File: config.mk
export PLATFORM = sky130hd
export DESIGN_NAME = mult_div_unit_flat
export DESIGN_NICKNAME = d
export VERILOG_FILES = /design/src/rtl/mult_div_unit_if.sv /design/src/rtl/mult_div_unit.sv /design/src/flat_wrapper.sv
export SDC_FILE = /design/constraint.sdc
export NUM_CORES = 1
export LEC_CHECK = 0
export BUFFER_PORTS_ARGS = -buffer_cell sky130_fd_sc_hd__buf_2
export CAP_MARGIN = 15
export CORE_UTILIZATION = 35
export CTS_BUF_LIST = sky130_fd_sc_hd__clkbuf_8
export DETAILED_ROUTE_END_ITERATION = 7
export HOLD_SLACK_MARGIN = 0.12
export SETUP_SLACK_MARGIN = 0.05
export SLEW_MARGIN = 20
export SYNTH_ARGS = -nofsm -noshare
export SYNTH_HDL_FRONTEND = slang
export SYNTH_SLANG_ARGS = --single-unit
File: constraint.sdc
create_clock -name clk -period 5.1 [get_ports clk]
set_input_delay 0.51 -clock clk [delete_from_list [all_inputs] [get_ports clk]]
set_output_delay 0.51 -clock clk [all_outputs]
set_load 0.02 [all_outputs]
File: src/rtl/mult_div_unit_if.sv
// Operand/result bundle between the execute stage and the multiply/divide unit.
// The execute stage is master; the unit itself is slave.
interface mult_div_unit_if #(
  parameter int WIDTH = 32
);
  logic             start;
  logic [1:0]       op;
  logic [WIDTH-1:0] srcA;
  logic [WIDTH-1:0] srcB;
  logic             mthi;
  logic             mtlo;
  logic             busy;
  logic             done;
  logic [WIDTH-1:0] hi;
  logic [WIDTH-1:0] lo;

  modport master (
    output start, op, srcA, srcB, mthi, mtlo,
    input  busy, done, hi, lo
  );

  modport slave (
    input  start, op, srcA, srcB, mthi, mtlo,
    output busy, done, hi, lo
  );
endinterface

File: src/rtl/mult_div_unit.sv
// Iterative MULT/MULTU/DIV/DIVU unit holding the HI/LO registers.
// Optional MDU_EARLY_OUT_EN: multiplies finish once the remaining multiplier bits are zero.
module mult_div_unit #(
  parameter int WIDTH = 32,
  parameter int CNT_W = 6
) (
  input logic            clk,
  input logic            reset,
  mult_div_unit_if.slave bus
);

  typedef enum logic [1:0] {IDLE, CALC, FIX} state_t;

  state_t           state_q, state_d;
  logic             is_div_q, is_div_d;
  logic             neg_q, neg_d;
  logic             negr_q, negr_d;
  logic             dz_q, dz_d;
  logic [WIDTH-1:0] opnd_q, opnd_d;
  logic [WIDTH-1:0] acc_q, acc_d;
  logic [WIDTH-1:0] low_q, low_d;
  logic [WIDTH-1:0] hi_q, hi_d;
  logic [WIDTH-1:0] lo_q, lo_d;
  logic [CNT_W-1:0] cnt_q, cnt_d;
  logic             done_q, done_d;

  logic             sign_a, sign_b;
  logic [WIDTH-1:0] abs_a, abs_b;
  logic [WIDTH:0]   sum, shl, diff;
  logic [2*WIDTH-1:0] pn, prod, prod_fix;
`ifdef MDU_EARLY_OUT_EN
  logic [WIDTH-1:0] rest;
`endif

  always_comb begin
    state_d  = state_q;
    is_div_d = is_div_q;
    neg_d    = neg_q;
    negr_d   = negr_q;
    dz_d     = dz_q;
    opnd_d   = opnd_q;
    acc_d    = acc_q;
    low_d    = low_q;
    hi_d     = hi_q;
    lo_d     = lo_q;
    cnt_d    = cnt_q;
    done_d   = 1'b0;

    // op[0]=0 selects the signed variants
    sign_a = bus.srcA[WIDTH-1] & ~bus.op[0];
    sign_b = bus.srcB[WIDTH-1] & ~bus.op[0];
    abs_a  = sign_a ? -bus.srcA : bus.srcA;
    abs_b  = sign_b ? -bus.srcB : bus.srcB;

    // Multiply step: {acc, low} holds the partial product over the unconsumed multiplier
    sum  = {1'b0, acc_q} + {1'b0, (low_q[0] ? opnd_q : '0)};
    pn   = {sum, low_q[WIDTH-1:1]};
    // Divide step: restoring subtract, dividend bits leave low MSB-first
    shl  = {acc_q, low_q[WIDTH-1]};
    diff = shl - {1'b0, opnd_q};

    prod     = {acc_q, low_q};
    prod_fix = neg_q ? -prod : prod;
`ifdef MDU_EARLY_OUT_EN
    rest = (low_q >> 1) & ({WIDTH{1'b1}} >> (cnt_q + 1'b1));
`endif

    case (state_q)
      IDLE: begin
        if (bus.start) begin
          state_d  = CALC;
          is_div_d = bus.op[1];
          neg_d    = sign_a ^ sign_b;
          negr_d   = sign_a;
          dz_d     = bus.op[1] && (bus.srcB == '0);
          opnd_d   = bus.op[1] ? abs_b : abs_a;
          low_d    = bus.op[1] ? abs_a : abs_b;
          acc_d    = '0;
          cnt_d    = '0;
        end else begin
          if (bus.mthi) hi_d = bus.srcA;
          if (bus.mtlo) lo_d = bus.srcA;
        end
      end
      CALC: begin
        cnt_d = cnt_q + 1'b1;
        if (is_div_q) begin
          acc_d = diff[WIDTH] ? shl[WIDTH-1:0] : diff[WIDTH-1:0];
          low_d = {low_q[WIDTH-2:0], ~diff[WIDTH]};
        end else begin
          {acc_d, low_d} = pn;
`ifdef MDU_EARLY_OUT_EN
          // Remaining iterations would only shift right; apply them all now
          if (rest == '0) begin
            {acc_d, low_d} = pn >> (CNT_W'(WIDTH - 1) - cnt_q);
            state_d        = FIX;
          end
`endif
        end
        if (cnt_q == CNT_W'(WIDTH - 1)) state_d = FIX;
      end
      FIX: begin
        state_d = IDLE;
        done_d  = 1'b1;
        if (is_div_q) begin
          // Zero divisor leaves |dividend| as remainder; sign fix restores srcA exactly
          lo_d = dz_q ? '1 : (neg_q ? -low_q : low_q);
          hi_d = negr_q ? -acc_q : acc_q;
        end else begin
          {hi_d, lo_d} = prod_fix;
        end
      end
      default: state_d = IDLE;
    endcase
  end

  always_ff @(posedge clk) begin
    if (reset) begin
      state_q  <= IDLE;
      is_div_q <= 1'b0;
      neg_q    <= 1'b0;
      negr_q   <= 1'b0;
      dz_q     <= 1'b0;
      opnd_q   <= '0;
      acc_q    <= '0;
      low_q    <= '0;
      hi_q     <= '0;
      lo_q     <= '0;
      cnt_q    <= '0;
      done_q   <= 1'b0;
    end else begin
      state_q  <= state_d;
      is_div_q <= is_div_d;
      neg_q    <= neg_d;
      negr_q   <= negr_d;
      dz_q     <= dz_d;
      opnd_q   <= opnd_d;
      acc_q    <= acc_d;
      low_q    <= low_d;
      hi_q     <= hi_d;
      lo_q     <= lo_d;
      cnt_q    <= cnt_d;
      done_q   <= done_d;
    end
  end

  assign bus.busy = (state_q != IDLE);
  assign bus.done = done_q;
  assign bus.hi   = hi_q;
  assign bus.lo   = lo_q;

endmodule

File: src/flat_wrapper.sv
// flat-port wrapper written by rule: the top's interface ports become plain ports
module mult_div_unit_flat 
#(
  parameter int WIDTH = 32,
  parameter int CNT_W = 6
)
  (clk, reset, bus_start, bus_op, bus_srcA, bus_srcB, bus_mthi, bus_mtlo, bus_busy, bus_done, bus_hi, bus_lo);
  mult_div_unit_if #(.WIDTH(WIDTH)) bus_i ();
  input logic clk;
  input logic reset;
  input wire logic [$bits(bus_i.start)-1:0] bus_start;
  input wire logic [$bits(bus_i.op)-1:0] bus_op;
  input wire logic [$bits(bus_i.srcA)-1:0] bus_srcA;
  input wire logic [$bits(bus_i.srcB)-1:0] bus_srcB;
  input wire logic [$bits(bus_i.mthi)-1:0] bus_mthi;
  input wire logic [$bits(bus_i.mtlo)-1:0] bus_mtlo;
  output wire logic [$bits(bus_i.busy)-1:0] bus_busy;
  output wire logic [$bits(bus_i.done)-1:0] bus_done;
  output wire logic [$bits(bus_i.hi)-1:0] bus_hi;
  output wire logic [$bits(bus_i.lo)-1:0] bus_lo;
  assign bus_i.start = bus_start;
  assign bus_i.op = bus_op;
  assign bus_i.srcA = bus_srcA;
  assign bus_i.srcB = bus_srcB;
  assign bus_i.mthi = bus_mthi;
  assign bus_i.mtlo = bus_mtlo;
  assign bus_busy = bus_i.busy;
  assign bus_done = bus_i.done;
  assign bus_hi = bus_i.hi;
  assign bus_lo = bus_i.lo;
  mult_div_unit #(.WIDTH(WIDTH), .CNT_W(CNT_W)) u_core (.clk(clk), .reset(reset), .bus(bus_i));
endmodule
# After elaboration in Yosys (flattened, before gate mapping)
# Index checks and enable logic that the tools add are counted.
[op_classes]
n_mux = 30
reduce_logical = 11
bitwise = 5
add_sub_neg = 8
eq_ne = 8
[ops]
columns = ["op", "n"]
rows = [
  ["$mux W32", 19],
  ["$pmux W32 S2", 4],
  ["$neg A32 Y32", 4],
  ["$mux W64", 1],
  ["$neg A64 Y64", 1],
  ["$add A32 B32 Y33", 1],
  ["$sub A33 B32 Y33", 1],
  ["$logic_not A32 Y1", 1],
  ["$pmux W6 S2", 1],
  ["$ne A2 B2 Y1 const B", 4],
  ["$add A6 B1 Y6 const B", 1],
  ["$eq A6 B5 Y1 const B", 1],
  ["$mux W6", 1],
  ["$reduce_and A2 Y1", 3],
  ["$reduce_and A3 Y1", 2],
  ["$reduce_bool A2 Y1", 3],
  ["$mux W2", 2],
  ["$pmux W2 S2", 1],
  ["$and A1 B1 Y1", 2],
  ["$eq A2 B1 Y1 const B", 1],
  ["$eq A2 B2 Y1 const B", 1],
  ["$logic_not A2 Y1", 1],
  ["$ne A2 B1 Y1 const B", 1],
  ["$not A1 Y1", 2],
  ["3 further kinds", 3],
]
[totals]
regBits = 173
output_inout_bits = 66
in_bits = 71
elab_cells = 74

# Logic depth before layout (Yosys ltp)
# Gate-level depths: netlist of the first run.
[depth]
ltp_word = 6
ltp_mapped = 16
mapped_depth_nobuf = 14

# Worst setup path after synthesis of the first run
# Ideal clock, no wire load.
[synth_timing]
path_type = "reg2reg"
from = "register u_core.low_q[31]"
to = "register u_core.acc_q[30]"
t_required_ns = 4.962
arrival_time_ns = 3.898
synth_period_minus_slack_ns = 4.036
setup_slack_ns = 1.064
stages_incl_launch_ff = 16
path_cell_list = "dfxtp_1 -> clkbuf_1 -> inv_1 -> ha_1 -> fa_1 -> nand2b_1 -> a21oi_1 -> o2111ai_1 -> and3_1 -> nor4_1 -> nor2_1 -> o311ai_0 -> clkbuf_1 -> buf_2 -> mux2i_1 -> a31oi_1"
[synth_between]
elab_chain_len = 4
[synth_lines]
columns = ["item", "line_no", "source"]
rows = [
  ["from (decl)", "mult_div_unit.sv:21", "logic [WIDTH-1:0] low_q, low_d;"],
  ["from (signal assigned)", "mult_div_unit.sv:139", "low_q <= low_d;"],
  ["$sub A33 B32 Y33", "mult_div_unit.sv:60", "diff = shl - {1'b0, opnd_q};"],
  ["$mux W32", "mult_div_unit.sv:88", "acc_d = diff[WIDTH] ? shl[WIDTH-1:0] : diff[WIDTH-1:0];"],
  ["$mux W32", "mult_div_unit.sv:87", "if (is_div_q) begin"],
  ["$pmux W32 S2", "mult_div_unit.sv:68", "case (state_q)"],
  ["to (signal assigned)", "mult_div_unit.sv:125", "acc_q <= '0;"],
  ["to (signal assigned)", "mult_div_unit.sv:138", "acc_q <= acc_d;"],
  ["to (decl)", "mult_div_unit.sv:20", "logic [WIDTH-1:0] acc_q, acc_d;"],
]
# No other way between the ends.
# A chain may end at the register's enable or synchronous reset.

# Worst setup path after layout of the first run
[layout_timing]
from = "register u_core.low_q[0]"
to = "register u_core.acc_q[31]"
[layout_between]
elab_chain_len = 4
[layout_lines]
columns = ["item", "line_no", "source"]
rows = [
  ["$mux W32", "mult_div_unit.sv:56", "sum = {1'b0, acc_q} + {1'b0, (low_q[0] ? opnd_q : '0)};"],
  ["$add A32 B32 Y33", "mult_div_unit.sv:56", ""],
  ["$mux W32", "mult_div_unit.sv:87", ""],
  ["$pmux W32 S2", "mult_div_unit.sv:68", ""],
]
# No other way between the ends.

==> impl_metrics.py, run 1 <==
metrics = {
    "final_layout": {
        "nNetsFinal": 2108,
        "fill_cells": 4209,
        "fin_util": 0.394,
        "drive_gt1_frac": 0.115,
        "area_growth_pct": 10.0,
        "multiInputGateArea_um2": 10100,
        "regArea_um2": 3470,
    },
    "floorplanning": {
        "num_rows": 73,
        "core-area_um2": 40100,
        "die_area_um2": 41800,
        "start_util": 0.358,
        "die_h_um": 204,
        "ios": 137,
        "die_w_um": 204,
    },
    "synth": {
        "async_reset_ff_frac": 0,
        "yosys_most_used_dff": "dfxtp_1",
        "seq_area_frac_synth": 0.241,
        "yosys.area.top_type": "dfxtp_1",
        "synth_top_cell_area_share": 0.241,
        "ys_warn_count": 0,
        "synthMostInstantiatedCell": "nor2_1",
        "syn-instance-count": 1928,
        "synth.distinct_cells": 69,
        "ys_top_cells_by_area": "dfxtp_1, a21oi_1, nor2_1",
        "syn-num-nets": 2070,
        "synth_common_cells": "nor2_1, a21oi_1, dfxtp_1",
        "ys_seq_elements": 173,
        "synth-edff-count": 0,
        "synth.cell_area_um2": 14300,
        "avgSynthCellArea_um2": 7.44,
    },
    "critical_path": {
        "crit_path_start": "u_core.low_q[0]$_SDFFE_PP0P_",
        "r2r_slack_ps": 680,
        "cp-endpoint": "u_core.acc_q[31]$_SDFFE_PP0P_",
        "cp.depth": 14,
        "crit_buf_inv": 2,
        "r2r_end": "u_core.acc_q[31]$_SDFFE_PP0P_",
        "cp_common_cell": "a31oi_1",
        "ff2ff_path_depth": 14,
        "slowest_stage": "a221oi_1",
        "arrival_ps": 4800,
        "cp_top_family": "compound AO/OA/AOI/OAI gates",
        "path_max_fanout": 20,
        "endpoint_kind": "flop",
        "path_cells": "inv_1 -> buf_4 -> nor2_1 -> ha_1 -> a21o_1 -> a2111o_1 -> o211ai_1 -> a31oi_1 -> a221oi_1 -> o21ai_0 -> a31oi_1 -> o21bai_1 -> a2111oi_0 -> nor4_1",
        "cp.required_ps": 5480,
        "cpPeakStageDelay_ps": 520,
        "rr_startpoint": "u_core.low_q[0]$_SDFFE_PP0P_",
        "critPathKind": "flop to flop",
        "critPathLaunchType": "flop",
    },
    "clocking": {
        "ctsHoldBuffers": 0,
        "cts_tree": "done",
        "clock_latency_ps": 520,
        "ctsResizeCount": 0,
        "cts.sinks": 173,
        "clockBufferDepth": 2,
        "cts-root-buf": "clkbuf_8",
        "cts_setup_buffers": 0,
        "clk_pin_slew_ps": 120,
        "htreeDepth": 4,
        "cts_buffers": 17,
    },
    "timing": {
        "slew-limit-headroom": 0.296,
        "setup_violations": 0,
        "fin_crit_sh": 0.866,
        "period_needed_ps": 4420,
        "hold_viol": 0,
        "worst_pin_slew_ps": 1060,
        "max_freq_ghz": 0.226,
        "fin_tns_setup_ps": 0,
        "finalMaxSlewViolations": 0,
        "finClkSkew_ps": 23.1,
        "grt_setup_unrepaired": "false",
    },
    "placement": {
        "io_buffers": 136,
        "hpwl_um": 42600,
        "gp_congestion": 0.960,
    },
    "run": {
        "cap_viol_max_count": 0,
    },
    "detailed_routing": {
        "firstDrtPassIters": 6,
        "drcViolationCount": 0,
        "ant_nets": 0,
        "drt-initial-drc-count": 1871,
        "routedWlPerCell_um": 22.2,
        "vias": 15200,
        "avgViaCountPerCell": 6.06,
        "drt-total-wl_um": 55700,
    },
    "min_path": {
        "min_path_type": "input port to flop",
    },
    "status": {
        "outcome": "complete, no violations",
    },
    "global_route": {
        "antenna_found_initial": 4,
        "grt-ovfl-total": 0,
        "grt_pass1_wl_um": 83500,
        "track_usage": 0.263,
        "grt_pass1_vias": 14000,
        "grt_max_degree": 82,
    },
    "pwr": {
        "leakage_nw": 6.49,
        "p_per_area_nw_per_um2": 248,
        "ir_drop_mv": 0.199,
    },
}
per-layer routing:
| metal | wire length (um) | track usage | part of all wire | vias to the layer above |
|---|---|---|---|---|
| met2 | 24800 | 0.409 | 0.44 | 671 |
| met4 | 1850 | 0.0906 | 0.033 | 0 |
| li1 | - | - | - | 7178 |
| met5 | 0 | 0 | 0 | - |
| met3 | 4760 | 0.0446 | 0.085 | 89 |
| met1 | 24300 | 0.362 | 0.44 | 7254 |
placed cells by master (no fill, tap or decap), types with 69 or more instances in the layout:
cell type	n
ha_1	69
xor2_1	71
dfxtp_1	172
a21oi_1	179
xnor2_1	92
inv_1	69
nor2_1	232
o21ai_0	119
buf_2	135
nand2_1	148
worst min path at each step:
stage	slack [ps]	depth (start not counted)	start	end
after floorplan	430	2	u_core.opnd_q[10]$_SDFFE_PP0P_	u_core.opnd_q[10]$_SDFFE_PP0P_
after global placement	440	2	u_core.opnd_q[26]$_SDFFE_PP0P_	u_core.opnd_q[26]$_SDFFE_PP0P_
after detailed placement	450	2	u_core.opnd_q[30]$_SDFFE_PP0P_	u_core.opnd_q[30]$_SDFFE_PP0P_
after CTS	310	3	bus_srcA[30]	u_core.bus.hi[30]$_SDFFE_PP0P_
after global routing	320	3	bus_srcA[30]	u_core.bus.hi[30]$_SDFFE_PP0P_
final	320	3	bus_srcA[30]	u_core.bus.hi[30]$_SDFFE_PP0P_
per-stage QoR:
step / hold slack [ps] / instance area [um2] / instances / setup WS [ps] / power [mW]
floorplan: 432 / 14300 / 1928 / 1060 / 2.47
global placement: 441 / 15400 / 2472 / 837 / 2.89
detailed placement: 446 / 15400 / 2472 / 737 / 2.90
CTS: 307 / 15800 / 2504 / 709 / 3.90
global route: 317 / 15800 / 2504 / 353 / 4.10
finish: 322 / 15800 / 2507 / 682 / 3.92
kinds of logic after synthesis:
kind of cell             Yosys count  share of synthesized area
AO/OA/AOI/OAI                    643                      0.300
AND/OR/NAND/NOR                  594                      0.191
buffers and inverters            214                     0.0569
flip-flops                       173                      0.241
XOR/XNOR                         163                     0.0995
adder cells (fa/ha/maj)           71                     0.0630
multiplexers                      70                     0.0490
worst reg2reg max path: stages (launching register included):
cell	delay (ps)
dfxtp_1	410
inv_1	400
buf_4	370
nor2_1	100
ha_1	370
a21o_1	220
a2111o_1	400
o211ai_1	100
a31oi_1	120
a221oi_1	520
o21ai_0	330
a31oi_1	360
o21bai_1	100
a2111oi_0	400
nor4_1	90
state kept, by name, summed over array words and instances, names as in the netlist:
name,flops
u_core.acc_q,32
u_core.bus.hi,32
u_core.bus.lo,32
u_core.low_q,32
u_core.opnd_q,32
u_core.cnt_q,6
u_core.state_q,2
u_core.bus.done,1
u_core.dz_q,1
u_core.is_div_q,1
u_core.neg_q,1
u_core.negr_q,1
final cells by class:
cell class,instances,area share
clock inverter,15,0.00927
tap,525,0.0416
sequential,173,0.220
timing repair buffer,164,0.0574
clock buffer,17,0.0148
antenna,3,0.000476
multi-input combinational,1541,0.640
inverter,69,0.0164
power breakdown:
part	total, mW	leakage [nW]	switching [mW]	internal [mW]
Sequential	1.55	1.41	0.119	1.43
Combinational	1.35	4.87	0.853	0.501
Clock	1.01	0.199	0.648	0.364
(Power assumes the default switching activity.)
==> inputs of run 2 (changes only) <==
- ABC_AREA: unset -> 0
- CORE_MARGIN: unset -> 10
==> impl_metrics.py, run 2 (synthesized netlist as in run 1, its figures left out) <==
metrics = {
    "clocking": {
        "clockBufferDepth": 2,
        "cts-root-buf": "clkbuf_8",
        "cts.sinks": 173,
        "cts_tree": "done",
        "ctsResizeCount": 0,
        "cts_setup_buffers": 0,
        "ctsHoldBuffers": 0,
        "cts_buffers": 17,
        "htreeDepth": 4,
        "clock_latency_ps": 520,
        "clk_pin_slew_ps": 110,
    },
    "final_layout": {
        "final_area_um2": 15800,
        "drive_gt1_frac": 0.112,
        "final_cells": 2506,
        "nNetsFinal": 2103,
        "layout_commonest_cell": "nor2_1",
        "area_growth_pct": 9.91,
        "layout_common_cells": "nor2_1, a21oi_1, dfxtp_1",
    },
    "detailed_routing": {
        "routedWlPerCell_um": 22.7,
        "vias": 15200,
        "firstDrtPassIters": 8,
        "drcViolationCount": 19,
        "drt-initial-drc-count": 1864,
        "ant_nets": 0,
        "drt-total-wl_um": 56900,
        "avgViaCountPerCell": 6.06,
    },
    "timing": {
        "period_needed_ps": 4580,
        "hold_viol": 0,
        "max_freq_ghz": 0.218,
        "hold_ws_ps": 343,
        "slew-limit-headroom": 0.313,
        "fin_crit_sh": 0.898,
        "finalMaxSlewViolations": 0,
        "grt_setup_unrepaired": "false",
        "fin_tns_setup_ps": 0,
        "worst_pin_slew_ps": 1030,
        "finClkSkew_ps": 18.8,
        "setup_violations": 0,
    },
    "global_route": {
        "grt_pass1_vias": 14200,
        "grt_max_degree": 82,
        "antenna_found_initial": 1,
        "grt-ovfl-total": 0,
        "grt_pass1_wl_um": 85800,
        "track_usage": 0.219,
    },
    "floorplanning": {
        "core-area_um2": 40600,
        "ios": 137,
        "die_area_um2": 49500,
        "start_util": 0.353,
        "die_h_um": 222,
        "num_rows": 74,
        "die_w_um": 222,
    },
    "placement": {
        "placed_cell_area_um2": 15300,
        "dp.cells": 2474,
        "io_buffers": 136,
        "hpwl_um": 43700,
        "gp_congestion": 0.966,
    },
    "pwr": {
        "leakage_nw": 6.47,
        "swShare": 0.401,
        "p_clk_frac": 0.271,
        "ir_drop_mv": 0.193,
        "p_per_area_nw_per_um2": 252,
        "p_comb_frac": 0.339,
        "p_seq_frac": 0.390,
        "p_sw_mw": 1.59,
        "intPower_mw": 2.38,
    },
    "critical_path": {
        "path_cells": "inv_1 -> buf_4 -> nor2_1 -> ha_1 -> a21oi_1 -> o21ai_0 -> a21o_1 -> a21o_1 -> a221oi_1 -> o21ai_0 -> a31oi_1 -> o21bai_1 -> a2111oi_0 -> nor4_1",
        "slowest_stage": "a221oi_1",
        "endpoint_kind": "flop",
        "critPathLaunchType": "flop",
        "arrival_ps": 4960,
        "critPathKind": "flop to flop",
        "path_max_fanout": 18,
        "cp.required_ps": 5480,
        "cpPeakStageDelay_ps": 550,
    },
    "status": {
        "failed_checks": "design-rule violations",
        "outcome": "finished, violations left",
    },
    "run": {
        "cap_viol_max_count": 0,
    },
    "min_path": {
        "min_path_type": "input port to flop",
    },
}
run 2: cell count changes in the layout (fill, tap and decap cells not counted), sizes merged:
cell	previous run	this run
buf	164	159
inv	78	75
bufinv	0	2
diode	3	1
run 2: per-stage QoR:
step | util | setup WS [ps] | power (mW)
after floorplan | - | 1060 | 2.47
after global placement | 0.378 | 878 | 2.88
after detailed placement | 0.378 | 607 | 2.89
after CTS | 0.388 | 592 | 3.95
after global routing | 0.388 | 185 | 4.17
final | 0.388 | 523 | 3.97
run 2: power by group through the flow:
stage	Combinational [mW]	Clock, mW	Sequential, mW
finish	1.35	1.08	1.55
global route	1.47	1.15	1.56
CTS	1.32	1.09	1.54
detailed placement	1.32	0	1.57
global placement	1.31	0	1.57
floorplan	0.933	0	1.54
run 2: critical path: cells and delay by family (launching register included):
family / cells / cell delay, ps
compound gates: 9 / 2690
fa+ha+maj: 1 / 340
buf+inv: 2 / 830
flops: 1 / 400
simple gates: 2 / 170
run 2: final cells by class:
cell class | count | area [um2]
fill | 4243 | 24900
multi-input combinational | 1541 | 10100
sequential | 173 | 3470
timing repair buffer | 159 | 856
tap | 532 | 666
inverter | 69 | 259
clock buffer | 17 | 234
clock inverter | 14 | 176
antenna | 1 | 2.50
run 2: final timing paths:
| path | from | endpoint | slack [ps] | cells after the start |
|---|---|---|---|---|
| setup reg to reg | u_core.low_q[0]$_SDFFE_PP0P_ | u_core.acc_q[31]$_SDFFE_PP0P_ | 520 | 14 |
| hold reg to reg | u_core.opnd_q[9]$_SDFFE_PP0P_ | u_core.opnd_q[9]$_SDFFE_PP0P_ | 460 | 2 |
| hold / removal | bus_srcA[27] | u_core.bus.hi[27]$_SDFFE_PP0P_ | 340 | 3 |
| setup / recovery | u_core.low_q[0]$_SDFFE_PP0P_ | u_core.acc_q[31]$_SDFFE_PP0P_ | 520 | 14 |
run 2: metal layers:
metal | GRT usage | wire (um)
met1 | 0.294 | 25200
met5 | 0 | 0
met4 | 0.0619 | 1350
met3 | 0.0402 | 4380
met2 | 0.349 | 26000
